File: src/rtl/phys_reg_free_list_if.sv
// -----------------------------------------------------------------------------
// phys_reg_free_list_if
// Bundles the allocate / commit / release / flush signals of the physical
// register free list.
//   master : rename + ROB side (drives requests, observes list status)
//   slave  : the free list itself
// Signals:
//   alloc_req    rename consumes the head tag this cycle
//   alloc_valid  head tag is valid
//   alloc_phys   tag at head (new_phys_rd for the rename table)
//   commit_en    oldest outstanding allocation retires
//   release_en   push release_phys onto the tail
//   release_phys superseded mapping of the committing arch register
//   flush        squash every speculative allocation
//   free_count   entries between head and tail
//   empty/full   decoded from free_count
//   err          sticky protocol-violation flag
// -----------------------------------------------------------------------------
interface phys_reg_free_list_if #(
    parameter int PW = 6,
    parameter int CW = 5
);
    logic          alloc_req;
    logic          alloc_valid;
    logic [PW-1:0] alloc_phys;
    logic          commit_en;
    logic          release_en;
    logic [PW-1:0] release_phys;
    logic          flush;
    logic [CW-1:0] free_count;
    logic          empty;
    logic          full;
    logic          err;

    modport master (
        output alloc_req, commit_en, release_en, release_phys, flush,
        input  alloc_valid, alloc_phys, free_count, empty, full, err
    );

    modport slave (
        input  alloc_req, commit_en, release_en, release_phys, flush,
        output alloc_valid, alloc_phys, free_count, empty, full, err
    );
endinterface

File: src/rtl/phys_reg_free_list.sv
// -----------------------------------------------------------------------------
// phys_reg_free_list
// Circular FIFO of free physical register tags.
//   - The head supplies new tags to rename (zero-cycle: the head tag is
//     visible combinationally and consumed on the edge).
//   - The tail receives superseded tags at commit.
//   - commit_head trails head and marks allocations that have retired; a
//     flush snaps head back to it, returning all speculative tags at once.
// Ports:
//   clk    rising-edge clock
//   reset  synchronous, active-low
//   fl     slave side of phys_reg_free_list_if (see interface header)
// Tags 0..ARCH_REGS-1 are architecturally mapped at reset, so the list
// starts full with ARCH_REGS..PHYS_REGS-1.
// -----------------------------------------------------------------------------
module phys_reg_free_list #(
    parameter int ARCH_REGS = 32,
    parameter int PHYS_REGS = 48
) (
    input  logic                 clk,
    input  logic                 reset,
    phys_reg_free_list_if.slave  fl
);
    localparam int FREE_REGS = PHYS_REGS - ARCH_REGS;
    localparam int PW        = $clog2(PHYS_REGS);
    localparam int CW        = $clog2(FREE_REGS + 1);
    localparam int IW        = (FREE_REGS > 1) ? $clog2(FREE_REGS) : 1;

    // Pointer increment modulo FREE_REGS (depth need not be a power of two).
    function automatic logic [IW-1:0] ptr_inc(input logic [IW-1:0] p);
        return (p == IW'(FREE_REGS - 1)) ? '0 : p + 1'b1;
    endfunction

    logic [FREE_REGS-1:0][PW-1:0] mem_q;
    logic [IW-1:0]                head_q,  head_d;
    logic [IW-1:0]                chead_q, chead_d;
    logic [IW-1:0]                tail_q,  tail_d;
    // cnt: head..tail (allocatable). ccnt: commit_head..tail (what the list
    // would hold after a flush). Kept explicitly because equal pointers are
    // ambiguous between full and empty.
    logic [CW-1:0]                cnt_q,   cnt_d;
    logic [CW-1:0]                ccnt_q,  ccnt_d;
    logic                         err_q,   err_d;

    logic          has_free;
    logic [CW-1:0] outstanding;
    logic          alloc_ok, alloc_bad;
    logic          com_ok,   com_bad;
    logic          rel_nz,   rel_room, rel_ok, rel_bad;

    always_comb begin
        has_free    = (cnt_q != '0);
        // Allocations handed out but not yet retired.
        outstanding = ccnt_q - cnt_q;

        alloc_ok  = fl.alloc_req && has_free  && !fl.flush;
        alloc_bad = fl.alloc_req && !has_free && !fl.flush;

        com_ok  = fl.commit_en && (outstanding != '0);
        com_bad = fl.commit_en && (outstanding == '0);

        // x0 never gets a real physical tag, so its "release" is dropped.
        // A same-cycle commit frees a slot before the release lands, which is
        // the normal retire pattern when the list holds every free tag.
        rel_nz   = fl.release_en && (fl.release_phys != '0);
        rel_room = (ccnt_q - CW'(com_ok)) != CW'(FREE_REGS);
        rel_ok   = rel_nz && rel_room;
        rel_bad  = rel_nz && !rel_room;
    end

    always_comb begin
        head_d  = alloc_ok ? ptr_inc(head_q)  : head_q;
        chead_d = com_ok   ? ptr_inc(chead_q) : chead_q;
        tail_d  = rel_ok   ? ptr_inc(tail_q)  : tail_q;
        cnt_d   = cnt_q  + CW'(rel_ok) - CW'(alloc_ok);
        ccnt_d  = ccnt_q + CW'(rel_ok) - CW'(com_ok);
        err_d   = err_q | alloc_bad | com_bad | rel_bad;

        // Flush lands on top of this cycle's commit/release results.
        if (fl.flush) begin
            head_d = chead_d;
            cnt_d  = ccnt_d;
        end
    end

    always_ff @(posedge clk) begin
        if (!reset) begin
            for (int i = 0; i < FREE_REGS; i++)
                mem_q[i] <= PW'(ARCH_REGS + i);
            head_q  <= '0;
            chead_q <= '0;
            tail_q  <= '0;
            cnt_q   <= CW'(FREE_REGS);
            ccnt_q  <= CW'(FREE_REGS);
            err_q   <= 1'b0;
        end else begin
            if (rel_ok)
                mem_q[tail_q] <= fl.release_phys;
            head_q  <= head_d;
            chead_q <= chead_d;
            tail_q  <= tail_d;
            cnt_q   <= cnt_d;
            ccnt_q  <= ccnt_d;
            err_q   <= err_d;
        end
    end

    // No release-to-alloc bypass: alloc_phys only ever reads registered state.
    assign fl.alloc_phys  = mem_q[head_q];
    assign fl.alloc_valid = (cnt_q != '0);
    assign fl.empty       = (cnt_q == '0);
    assign fl.full        = (cnt_q == CW'(FREE_REGS));
    assign fl.free_count  = cnt_q;
    assign fl.err         = err_q;

endmodule

File: src/flat_wrapper.sv
// flat-port wrapper written by rule: the top's interface ports become plain ports
module phys_reg_free_list_flat 
#(
    parameter int ARCH_REGS = 32,
    parameter int PHYS_REGS = 48
)
  (clk, reset, fl_alloc_req, fl_commit_en, fl_release_en, fl_release_phys, fl_flush, fl_alloc_valid, fl_alloc_phys, fl_free_count, fl_empty, fl_full, fl_err);
  phys_reg_free_list_if #(.PW((6)), .CW((5))) fl_i ();
  input  logic clk;
  input  logic reset;
  input wire logic [$bits(fl_i.alloc_req)-1:0] fl_alloc_req;
  input wire logic [$bits(fl_i.commit_en)-1:0] fl_commit_en;
  input wire logic [$bits(fl_i.release_en)-1:0] fl_release_en;
  input wire logic [$bits(fl_i.release_phys)-1:0] fl_release_phys;
  input wire logic [$bits(fl_i.flush)-1:0] fl_flush;
  output wire logic [$bits(fl_i.alloc_valid)-1:0] fl_alloc_valid;
  output wire logic [$bits(fl_i.alloc_phys)-1:0] fl_alloc_phys;
  output wire logic [$bits(fl_i.free_count)-1:0] fl_free_count;
  output wire logic [$bits(fl_i.empty)-1:0] fl_empty;
  output wire logic [$bits(fl_i.full)-1:0] fl_full;
  output wire logic [$bits(fl_i.err)-1:0] fl_err;
  assign fl_i.alloc_req = fl_alloc_req;
  assign fl_i.commit_en = fl_commit_en;
  assign fl_i.release_en = fl_release_en;
  assign fl_i.release_phys = fl_release_phys;
  assign fl_i.flush = fl_flush;
  assign fl_alloc_valid = fl_i.alloc_valid;
  assign fl_alloc_phys = fl_i.alloc_phys;
  assign fl_free_count = fl_i.free_count;
  assign fl_empty = fl_i.empty;
  assign fl_full = fl_i.full;
  assign fl_err = fl_i.err;
  phys_reg_free_list #(.ARCH_REGS(ARCH_REGS), .PHYS_REGS(PHYS_REGS)) u_core (.clk(clk), .reset(reset), .fl(fl_i));
endmodule
File: config.mk
export PLATFORM = sky130hd
export DESIGN_NAME = phys_reg_free_list_flat
export DESIGN_NICKNAME = d
export VERILOG_FILES = /design/src/rtl/phys_reg_free_list_if.sv /design/src/rtl/phys_reg_free_list.sv /design/src/flat_wrapper.sv
export SDC_FILE = /design/constraint.sdc
export NUM_CORES = 1
export LEC_CHECK = 0
export CELL_PAD_IN_SITES_DETAIL_PLACEMENT = 1
export CELL_PAD_IN_SITES_GLOBAL_PLACEMENT = 1
export CORE_UTILIZATION = 48
export DETAILED_ROUTE_END_ITERATION = 8
export GPL_TIMING_DRIVEN = 0
export PLACE_DENSITY = 0.76
export REMOVE_ABC_BUFFERS = 1
export SETUP_SLACK_MARGIN = 0.15
export SYNTH_ARGS = -nofsm -noshare
export SYNTH_HDL_FRONTEND = slang
export SYNTH_SLANG_ARGS = --single-unit
export TNS_END_PERCENT = 20
File: constraint.sdc
create_clock -name clk -period 6.08 [get_ports clk]
set_clock_uncertainty 0.2 [all_clocks]
set_input_delay 1.216 -clock clk [delete_from_list [all_inputs] [get_ports clk]]
set_output_delay 1.216 -clock clk [all_outputs]
set_load 0.01 [all_outputs]
==> implementation parameters <==
Parameter                              Value

Yosys
  Commonest register cell after synthesis ... dfxtp_1
  Yosys warning count ... 0
  Seq cells post-synth ... 119
  Distinct cells, synth ... 51
  Syn_area_per_cell ... 10.3 µm²
  Summed instance area of the synthesized netlist ... 0.00606 mm²
  Number of instances in the synthesized netlist ... 587
  Proportion of register bits with asynchronous set or reset after synthesis ... 0%
  Count of flip-flops with a built-in enable after synthesis ... 0
  Sequential cell area fraction in the yosys report ... 39.3%

Clocking
  Number of buffers added for setup after CTS ... 0
  Root buffer cell ... clkbuf_16
  Clock transition at path regs ... 50 ps
  CTS hold repair buffers ... 0
  TritonCTS Buffers ... 17
  Maximum level of the CTS H-tree ... 4
  CTS tree ... built
  Max clock buf depth ... 2
  Total clock sinks ... 119
  CTS-repair resized insts ... 0
  Clk_lat worst skew ... 420 ps

Placed design
  Number of port buffers ... 26
  Placed Instance Area ... 0.00647 mm²
  Total half-perimeter wirelength after legalization and detailed placement ... 10.8 mm
  GP Congestion ... 0.760

Timing
  Max-slew violation count ... 0
  Actual slew at the worst max-slew pin ... 1420 ps
  Worst hold-check slack ... 256 ps
  Highest Clock Rate ... 0.181 GHz
  Final cycle utilization of the critical path ... 91.1%
  Slew margin rel. ... 5.34%
  Final setup violation count ... 0
  Setup repair after global routing missed its margin ... false
  Final min period ... 5540 ps
  Count of endpoints failing hold in the final timing report ... 0

Layout
  Final Instance Area ... 0.00706 mm²
  Fraction of final layout cells with drive strength greater than 1 ... 12.8%
  Layout area overhead ... 16.4%
  FILL cells ... 1315
  Count of antenna diodes in the layout ... 0
  Fin nets ... 644

Power and ir drop
  Tot Pwr ... 2.93 mW
  Leakage Power ... 3.16 nW
  VDD IR max ... 0.223 mV
  Pwr Density ... 416 mW/mm²

Detailed routing
  Drt first-iter violations ... 318
  DRT Pass-1 Iters ... 4
  Detailed-route DRC error count ... 0
  Number of nets with antenna violations after routing ... 0
  Aggregate routed wire length ... 16.3 mm
  Post-detailed-route wirelength per cell ... 20.7 µm
  Post-DR vias/cell ... 5.77
  Via Count ... 4529

Die
  I/O pin cnt ... 27
  # rows ... 40
  Die area ... 0.0131 mm²
  X dimension of the die ... 114 µm
  Vert. Die Dim ... 114 µm
  Initial core utilization ... 49.9%
  Core Region ... 0.0122 mm²

Flow run
  Total of max-cap violations ... 0

Worst setup path
  CP Data Required Time ... 6160 ps
  Largest fanout on the critical path ... 11
  CP Capture Type ... flop
  Critical path class ... in2reg
  Critical path arrival ... 5620 ps
  Launching element type of the critical path ... input pin

Global routing
  GR Util All Layers ... 26.5%
  Remaining global-route overflow ... 0
  Maximum number of pins on one net before global-route repair ... 47
  Wire length of the first global-routing pass ... 25.6 mm
  Initial antenna violation count ... 0
  Vias in the first global route ... 4776

Worst hold path
  Type of the worst min-delay path ... reg2reg

Status
  Status ... completed
[critical path, stage by stage]
cell and delay (ps):
clkdlybuf4s50_1 520, inv_1 50, a31oi_1 530, ha_1 340, xnor2_1 130, and3_1 240, nand3b_1 520, o21a_1 490
ha_1 270, fa_1 420, nand2b_1 110, a21oi_1 80, or3_1 390, a31oi_1 180, o21ai_0 100
[where the power goes]
group | total [mW] | internal [mW] | switching [mW]
Combinational | 1.00 | 0.424 | 0.580
Clock | 0.999 | 0.650 | 0.350
Sequential | 0.930 | 0.846 | 0.0849
[synth_stat cells (all sizes together) (7+ instances only)]
cell type | n | area, µm²
xnor2 | 10 | 87.6
dfxtp | 119 | 2380
o21ai | 10 | 68.8
clkbuf | 21 | 78.8
buf | 12 | 65.1
a211oi | 10 | 75.1
mux4 | 24 | 541
nand2 | 65 | 244
nor2 | 63 | 236
ha | 26 | 325
and3 | 7 | 48.8
mux2i | 108 | 1080
o2111ai | 13 | 189
nor2b | 10 | 62.6
inv | 21 | 78.8
a21oi | 16 | 80.1
[stage by stage]
step | worst slack [ps] | TNS (ps) | util, % | instances
finish | 544 | 0 | 58.0 | 785
floorplan | 1080 | 0 | - | 554
global route | 254 | 0 | 58.0 | 785
global placement | -1030 | -35700 | 52.5 | 748
CTS | 197 | 0 | 58.0 | 784
detailed placement | -216 | -317 | 53.2 | 752
[cells in the final DEF (no fill, tap or decap), types with 3 or more instances in the layout]
cell type        synthesis  routed
a21o_1                   3       3
nand3_1                  3       3
a211oi_1                10      10
o2111ai_2               12      12
inv_1                   21      20
a21oi_1                 16      16
dfxtp_1                119     118
xor2_1                   3       3
mux2i_1                108     108
and2_1                   4       4
bufinv_16                0       3
and3_1                   6       6
o21ai_0                  7       7
clkbuf_16                0      17
mux4_2                  24      24
xnor2_1                 10       9
clkbuf_1                21       4
nand2b_1                 5       5
ha_1                    26      26
buf_12                   0       3
clkdlybuf4s50_1          0      25
o21a_1                   3       3
nand2_1                 65      65
a31oi_1                  4       4
nor2b_1                 10      10
nor2_1                  63      63
clkinv_2                 0       6
[layout make-up]
cell class | instances | area, µm² | share of cell area [%]
Inverter | 21 | 78.8 | 1.12
Clock buffer | 22 | 454 | 6.44
Tap cell | 168 | 210 | 2.98
Clock inverter | 10 | 128 | 1.81
Timing Repair Buffer | 30 | 330 | 4.68
Multi-Input combinational cell | 415 | 3470 | 49.2
Sequential cell | 119 | 2380 | 33.8
[cell families (layout without fill, tap and decap cells)]
logic type	Yosys count	after routing	share of synthesized area (%)
and+or+nand+nor	167	168	12.1
muxes	133	133	26.9
DFF	119	119	39.3
AOI/OAI and AO/OA	73	73	10.1
buffers and inverters	54	83	3.67
adders and majority gates	28	28	6.03
xor gates and xnor gates	13	13	1.88
[state kept, by name, indices dropped and copies added (netlist names)]
register,flops
u_core.fl.free_count,5
u_core.mem_q,96
u_core.fl.err,1
u_core.ccnt_q,5
u_core.head_q,4
u_core.tail_q,4
u_core.chead_q,4
[worst paths after layout]
path,startpoint,end,slack [ps],depth (start not counted)
worst max-delay path,fl_commit_en,u_core.fl.free_count[4]$_SDFF_PN1_,540,15
worst min-delay path,u_core.mem_q[62]$_SDFFE_PN0P_,u_core.mem_q[62]$_SDFFE_PN0P_,260,2
worst max register to register,u_core.fl.free_count[3]$_SDFF_PN0_,u_core.fl.free_count[4]$_SDFF_PN1_,630,17
worst min register to register,u_core.mem_q[62]$_SDFFE_PN0P_,u_core.mem_q[62]$_SDFFE_PN0P_,260,2
[per-layer routing]
metal | global-route usage, % | vias up | part of all wire (%)
met5 | 0 | - | 0
met4 | 8.74 | 0 | 1.8
li1 | - | 2132 | -
met3 | 5.56 | 25 | 3.7
met1 | 34.6 | 2298 | 46
met2 | 43.8 | 74 | 48
No activity file was read; power rests on OpenSTA's default activity.
